### config.mk
export PLATFORM = sky130hd
export DESIGN_NAME = lsnn_neuron_scheduler_flat
export DESIGN_NICKNAME = d
export VERILOG_FILES = /design/src/rtl/lsnn_neuron_scheduler_if.sv /design/src/rtl/lsnn_neuron_scheduler.sv /design/src/flat_wrapper.sv
export SDC_FILE = /design/constraint.sdc
export NUM_CORES = 1
export LEC_CHECK = 0
export CELL_PAD_IN_SITES_DETAIL_PLACEMENT = 0
export CELL_PAD_IN_SITES_GLOBAL_PLACEMENT = 2
export CORE_MARGIN = 3
export CORE_UTILIZATION = 40
export CTS_CLUSTER_DIAMETER = 150
export DETAILED_ROUTE_END_ITERATION = 8
export PLACE_DENSITY = 0.76
export SETUP_SLACK_MARGIN = 0.1
export SYNTH_ARGS = -nofsm -noshare
export SYNTH_HDL_FRONTEND = slang
export SYNTH_SLANG_ARGS = --single-unit
### constraint.sdc
create_clock -name clk -period 7.8 [get_ports clk]
set_clock_uncertainty 0.05 [all_clocks]
set_input_delay 1.56 -clock clk [delete_from_list [all_inputs] [get_ports clk]]
set_output_delay 1.56 -clock clk [all_outputs]
set_load 0.005 [all_outputs]
### src/rtl/lsnn_neuron_scheduler_if.sv
// ============================================================================
// Module   : lsnn_neuron_scheduler_if
// Purpose  : Control, current-load, spike and observe signals of the LSNN
//            neuron scheduler, with master (driver) and slave (scheduler) views.
// Revision : 1.0  initial release
// ============================================================================
`default_nettype none

interface lsnn_neuron_scheduler_if #(
    parameter int N_NEURONS = 4,
    parameter int W         = 8
);
    localparam int IW = $clog2(N_NEURONS);

    logic                 cur_we;
    logic [IW-1:0]        cur_addr;
    logic [W-1:0]         cur_data;
    logic                 start;
    logic                 busy;
    logic                 done;
    logic [N_NEURONS-1:0] spike_vec;
    logic                 spk_valid;
    logic [IW-1:0]        spk_idx;
    logic [IW-1:0]        obs_idx;
    logic [W-1:0]         obs_thr;

    modport master (
        output cur_we, cur_addr, cur_data, start, obs_idx,
        input  busy, done, spike_vec, spk_valid, spk_idx, obs_thr
    );

    modport slave (
        input  cur_we, cur_addr, cur_data, start, obs_idx,
        output busy, done, spike_vec, spk_valid, spk_idx, obs_thr
    );
endinterface

`default_nettype wire

### src/rtl/lsnn_neuron_scheduler.sv
// ============================================================================
// Module   : lsnn_neuron_scheduler
// Purpose  : Sweeps N_NEURONS adaptive LIF neurons through one shared update
//            datapath per timestep. Optional LSNN_SCHED_RESET_ON_SPIKE_EN
//            clears the membrane of a neuron that fires.
// Revision : 1.0  initial release
// ============================================================================
`default_nettype none

module lsnn_neuron_scheduler #(
    parameter int N_NEURONS  = 4,
    parameter int W          = 8,
    parameter int ALPHA_INIT = 8,
    parameter int B0         = 8
) (
    input  logic                    clk,
    input  logic                    rst_n,
    lsnn_neuron_scheduler_if.slave  bus
);
    localparam int                IW           = $clog2(N_NEURONS);
    localparam logic [W-1:0]      C_B0         = W'(B0);
    localparam logic [W-1:0]      C_ALPHA_INIT = W'(ALPHA_INIT);
    localparam logic [IW-1:0]     C_LAST       = IW'(N_NEURONS - 1);

    typedef enum logic [1:0] {
        ST_IDLE  = 2'd0,
        ST_SWEEP = 2'd1,
        ST_DONE  = 2'd2
    } state_t;

    state_t                r_state;
    state_t                w_state_nxt;
    logic [IW-1:0]         r_idx;
    logic [IW-1:0]         w_idx_nxt;
    logic                  w_busy;
    logic                  w_done;
    logic                  w_upd;
    logic                  w_clr_shadow;

    logic [W-1:0]          r_s   [N_NEURONS];
    logic [W-1:0]          r_a   [N_NEURONS];
    logic [W-1:0]          r_cur [N_NEURONS];

    logic [W-1:0]          w_s_cur;
    logic [W-1:0]          w_a_cur;
    logic [W-1:0]          w_c_cur;
    logic [W-1:0]          w_thr;
    logic                  w_fire;
    logic [W-1:0]          w_s_int;
    logic [W-1:0]          w_s_nxt;
    logic [W-1:0]          w_a_q;
    logic [W-1:0]          w_a_inc;
    logic [W-1:0]          w_a_nxt;
    logic [N_NEURONS-1:0]  w_shadow_nxt;

    logic [N_NEURONS-1:0]  r_shadow;
    logic [N_NEURONS-1:0]  r_spike_vec;
    logic                  r_spk_valid;
    logic [IW-1:0]         r_spk_idx;
    logic [W-1:0]          r_obs_thr;

    function automatic logic [W-1:0] sat_add(input logic [W-1:0] x, input logic [W-1:0] y);
        logic [W:0] sum;
        sum = {1'b0, x} + {1'b0, y};
        return sum[W] ? {W{1'b1}} : sum[W-1:0];
    endfunction

    // ------------------------------------------------------------------------
    // Sequencer
    // ------------------------------------------------------------------------
    always_ff @(posedge clk) begin
        if (!rst_n) begin
            r_state <= ST_IDLE;
            r_idx   <= '0;
        end else begin
            r_state <= w_state_nxt;
            r_idx   <= w_idx_nxt;
        end
    end

    always_comb begin
        w_state_nxt  = r_state;
        w_idx_nxt    = r_idx;
        w_busy       = 1'b0;
        w_done       = 1'b0;
        w_upd        = 1'b0;
        w_clr_shadow = 1'b0;
        case (r_state)
            ST_IDLE: begin
                if (bus.start) begin
                    w_state_nxt  = ST_SWEEP;
                    w_idx_nxt    = '0;
                    w_clr_shadow = 1'b1;
                end
            end
            ST_SWEEP: begin
                w_busy    = 1'b1;
                w_upd     = 1'b1;
                w_idx_nxt = r_idx + IW'(1);
                if (r_idx == C_LAST) begin
                    w_state_nxt = ST_DONE;
                end
            end
            ST_DONE: begin
                w_done      = 1'b1;
                w_state_nxt = ST_IDLE;
            end
            default: begin
                w_state_nxt = ST_IDLE;
            end
        endcase
    end

    // ------------------------------------------------------------------------
    // Shared neuron update datapath (pre-update values of neuron r_idx)
    // ------------------------------------------------------------------------
    always_comb begin
        w_s_cur = r_s[r_idx];
        w_a_cur = r_a[r_idx];
        w_c_cur = r_cur[r_idx];
        w_thr   = sat_add(C_B0, w_a_cur);
        w_fire  = (w_s_cur >= w_thr);
        w_s_int = sat_add(w_c_cur, w_s_cur >> 1);
`ifdef LSNN_SCHED_RESET_ON_SPIKE_EN
        w_s_nxt = w_fire ? '0 : w_s_int;
`else
        w_s_nxt = w_s_int;
`endif
        // Adaptation always grows by at least one on a spike, even from zero.
        w_a_q   = w_a_cur >> 2;
        w_a_inc = (w_a_q == '0) ? W'(1) : w_a_q;
        w_a_nxt = w_fire ? sat_add(w_a_cur, w_a_inc)
                         : (w_a_cur >> 1) + (w_a_cur >> 2);
        w_shadow_nxt = r_shadow;
        if (w_upd && w_fire) begin
            w_shadow_nxt = r_shadow | (N_NEURONS'(1) << r_idx);
        end
    end

    // ------------------------------------------------------------------------
    // Register files; a same-cycle current write is seen from the next cycle
    // ------------------------------------------------------------------------
    always_ff @(posedge clk) begin
        if (!rst_n) begin
            for (int i = 0; i < N_NEURONS; i++) begin
                r_s[i]   <= '0;
                r_a[i]   <= C_ALPHA_INIT;
                r_cur[i] <= '0;
            end
        end else begin
            for (int i = 0; i < N_NEURONS; i++) begin
                if (bus.cur_we && (bus.cur_addr == IW'(i))) begin
                    r_cur[i] <= bus.cur_data;
                end
                if (w_upd && (r_idx == IW'(i))) begin
                    r_s[i] <= w_s_nxt;
                    r_a[i] <= w_a_nxt;
                end
            end
        end
    end

    // ------------------------------------------------------------------------
    // Spike reporting and threshold observation
    // ------------------------------------------------------------------------
    always_ff @(posedge clk) begin
        if (!rst_n) begin
            r_shadow    <= '0;
            r_spike_vec <= '0;
            r_spk_valid <= 1'b0;
            r_spk_idx   <= '0;
            r_obs_thr   <= '0;
        end else begin
            if (w_clr_shadow) begin
                r_shadow <= '0;
            end else if (w_upd) begin
                r_shadow <= w_shadow_nxt;
            end
            // Last neuron's bit is merged directly so spike_vec is valid with done.
            if (w_upd && (r_idx == C_LAST)) begin
                r_spike_vec <= w_shadow_nxt;
            end
            r_spk_valid <= w_upd & w_fire;
            if (w_upd && w_fire) begin
                r_spk_idx <= r_idx;
            end
            r_obs_thr <= sat_add(C_B0, r_a[bus.obs_idx]);
        end
    end

    assign bus.busy      = w_busy;
    assign bus.done      = w_done;
    assign bus.spike_vec = r_spike_vec;
    assign bus.spk_valid = r_spk_valid;
    assign bus.spk_idx   = r_spk_idx;
    assign bus.obs_thr   = r_obs_thr;

endmodule

`default_nettype wire
### src/flat_wrapper.sv
// flat-port wrapper written by rule: the top's interface ports become plain ports
module lsnn_neuron_scheduler_flat 
#(
    parameter int N_NEURONS  = 4,
    parameter int W          = 8,
    parameter int ALPHA_INIT = 8,
    parameter int B0         = 8
)
  (clk, rst_n, bus_cur_we, bus_cur_addr, bus_cur_data, bus_start, bus_obs_idx, bus_busy, bus_done, bus_spike_vec, bus_spk_valid, bus_spk_idx, bus_obs_thr);
  lsnn_neuron_scheduler_if #(.N_NEURONS(N_NEURONS), .W(W)) bus_i ();
  input  logic clk;
  input  logic rst_n;
  input wire logic [$bits(bus_i.cur_we)-1:0] bus_cur_we;
  input wire logic [$bits(bus_i.cur_addr)-1:0] bus_cur_addr;
  input wire logic [$bits(bus_i.cur_data)-1:0] bus_cur_data;
  input wire logic [$bits(bus_i.start)-1:0] bus_start;
  input wire logic [$bits(bus_i.obs_idx)-1:0] bus_obs_idx;
  output wire logic [$bits(bus_i.busy)-1:0] bus_busy;
  output wire logic [$bits(bus_i.done)-1:0] bus_done;
  output wire logic [$bits(bus_i.spike_vec)-1:0] bus_spike_vec;
  output wire logic [$bits(bus_i.spk_valid)-1:0] bus_spk_valid;
  output wire logic [$bits(bus_i.spk_idx)-1:0] bus_spk_idx;
  output wire logic [$bits(bus_i.obs_thr)-1:0] bus_obs_thr;
  assign bus_i.cur_we = bus_cur_we;
  assign bus_i.cur_addr = bus_cur_addr;
  assign bus_i.cur_data = bus_cur_data;
  assign bus_i.start = bus_start;
  assign bus_i.obs_idx = bus_obs_idx;
  assign bus_busy = bus_i.busy;
  assign bus_done = bus_i.done;
  assign bus_spike_vec = bus_i.spike_vec;
  assign bus_spk_valid = bus_i.spk_valid;
  assign bus_spk_idx = bus_i.spk_idx;
  assign bus_obs_thr = bus_i.obs_thr;
  lsnn_neuron_scheduler #(.N_NEURONS(N_NEURONS), .W(W), .ALPHA_INIT(ALPHA_INIT), .B0(B0)) u_core (.clk(clk), .rst_n(rst_n), .bus(bus_i));
endmodule
==> metrics.txt <==
Static Leak=between 2 and 3 nW; unrepaired setup endpoints after global routing=no; TNS Setup=0 ns; hold crit path type=flip-flop to flip-flop; max-cap violation count=0; Core ar.=~16000 µm²; gr usage total=between 10% and 20%; htree depth=4; Max Clk Rate=between 200 and 250 MHz; Die H=about 140 µm; Synth top cells by count=96 x edfxtp_1, 40 x nor2_1, 39 x and2_1; WL final=16100 µm; slew at the pin closest to its max-slew limit=about 1.2 ns; number of global-route vias before repair=between 4000 and 5000; Yosys top cell by area=edfxtp_1; via count=about 4400; syn avg cell area=roughly 12 µm²; YS warnings=0; worst vdd ir=162 µV; CTS Root Cell=clkbuf_16; post-CTS setup buffer count=0; largest net degree at the start of global routing=26; diode count=0; initial antenna violation count=0; DP Worst Slack=3.05 ns; Die X=between 100 and 150 µm; fin util=48.3%; row count=46; placed inst area=7220 µm²; sequential area share after synthesis=around 50%; Layout Nets=631; vias per cell=around 5.5; clock sink total=121; Final ANT Viol Nets=0; Distinct cells, synth=60; Avg WL per Cell=20.0 µm; Post-Syn Area=6710 µm²; first-pass GRT wire length=25600 µm; ys async rst share=0%; final setup margin=3.05 ns; Critical Path RT=7.88 ns; I/O Pins=33; crit path max fanout=25; Area growth, synth to finish=16.5%; Initial Util=41.5%; Main synth FF type=edfxtp_1; DPL Wire Length=about 11000 µm; EDFF count, synth=96; #FFs+latches synth=121; CP startpoint kind=flip-flop; port bufs=32; RePlAce Congestion=0.801; cells after synthesis=540; Post-Syn Nets=596; pwr dens=264 nW/µm²; synth top area cells=edfxtp_1 43%, mux4_2 10%, dfxtp_1 7.5%; critical path endpoint category=flip-flop; most frequent cell after synthesis=edfxtp_1; top cell type's share of synthesized area=43.0%; Clock transition at path regs=0.06 ns; Crit Path Category=flip-flop to flip-flop; Tot Pwr=2.06 mW; Final Hold Fails=0; crit path time final=4.75 ns; Worst slew margin=~17%; Num CTS Buffers=17; clk buf depth=2; CTS tree=yes; Clock Latency Late Sink=between 0.4 and 0.5 ns; CTS resizes=0; Hold Buf Count CTS=0; status=finished, final reports clean; period utilization=60.9%; arrival time at the worst endpoint=between 4 and 5 ns; Pins Over Slew Limit=0; Setup Viol. Count Final=0; Pre-antenna DRT Iters=4; GR Overflow Total=0; Design Area, Final=7810 µm²; total die area=18400 µm²; Residual DRC=0; initial drt markers=266; layout cells sized above 1=14.5%
[cell families (layout without fill, tap and decap cells)]
group / count (synthesis) / count (layout) / synth area share, %
compound gates: 131 / 131 / 14.7
fa+ha+maj: 40 / 40 / 7.80
simple gates: 153 / 153 / 11.5
buf+inv: 49 / 96 / 3.02
flops: 121 / 121 / 50.4
mux: 37 / 37 / 11.3
xor+xnor: 9 / 9 / 1.18
[where the power goes]
group | total (mW) | internal (mW) | switching (mW) | leakage [nW]
sequential | 0.753 | 0.740 | 0.0132 | 1.17
combinational | 0.528 | 0.200 | 0.327 | 1.39
clock | 0.783 | 0.497 | 0.286 | 0.274
total | 2.06 | 1.44 | 0.627 | 2.84
[final cells by class]
| type | count | area, µm² |
|---|---|---|
| Tap cell | 216 | 270 |
| Fill cell | 1465 | 8360 |
| Clock inverter | 13 | 155 |
| Sequential cell | 121 | 3380 |
| Inverter | 30 | 113 |
| Timing Repair Buffer | 35 | 340 |
| Clock buffer | 18 | 429 |
| Multi-Input combinational cell | 370 | 3120 |
[final timing paths]
kind                         to  slack [ns]  cells past startpoint          startpoint
min reg2reg  u_core.r_shadow[3]        0.42                      2  u_core.r_shadow[3]
min          u_core.r_shadow[3]        0.42                      2  u_core.r_shadow[3]
max            u_core.r_a[3][4]        3.05                     14           flip-flop
max reg2reg    u_core.r_a[3][4]        3.05                     14           flip-flop
[cells in the final DEF, fill, tap and decap left out, types with 4 or more instances in the layout]
cell type	synthesis	routed
nand3_1	10	10
nor2b_1	4	4
mux4_2	31	31
clkdlybuf4s50_1	0	32
clkinv_1	1	4
a21o_1	8	8
inv_1	28	28
a31oi_1	7	7
clkbuf_16	0	17
mux2i_1	5	5
and2_1	39	39
o21ai_0	19	19
o211ai_1	6	6
nand2_1	26	26
nor3_1	12	12
a211oi_1	14	14
a21oi_1	36	36
nand2b_1	8	8
nor2_1	40	40
o21a_1	10	10
xnor2_1	6	6
edfxtp_1	96	96
ha_1	37	37
dfxtp_1	25	24
[flip-flops by register name, summed over array words and instances, names as in the netlist, named ones only]
signal and count:
u_core.bus.spk_valid 1, u_core.bus.obs_thr 8, u_core.r_shadow 4, u_core.r_state 2, u_core.r_s 32, u_core.bus.spk_idx 2, u_core.r_idx 2, u_core.r_a 32
u_core.bus.spike_vec 4, u_core.r_cur 32
[metrics by stage]
step / std cells / hold slack, ns
floorplan: 540 / 0.386
global placement: 771 / 0.401
detailed placement: 771 / 0.401
CTS: 802 / 0.424
global route: 803 / 0.456
finish: 803 / 0.420
[per-layer routing]
metal  vias to the layer above  GRT usage [%]  routed length [µm]
met4                         0           6.44                 250
met5                         -              0                   0
li1                       2112              -                   -
met2                        98           30.8                7960
met1                      2204           24.5                7190
met3                        19           4.49                 677
[worst max-delay path: stages, from the launching register on]
cell,delay [ns]
dfxtp_2,0.31
buf_4,0.45
mux2i_1,0.15
mux2_2,0.35
inv_1,0.30
ha_1,0.23
inv_1,0.16
nor2_1,0.41
nor2_1,0.12
ha_1,0.34
a21o_1,0.22
a221oi_4,0.53
o21ai_2,0.28
a21oi_1,0.45
nor3_1,0.08
Power figures use the tool's default switching activity.
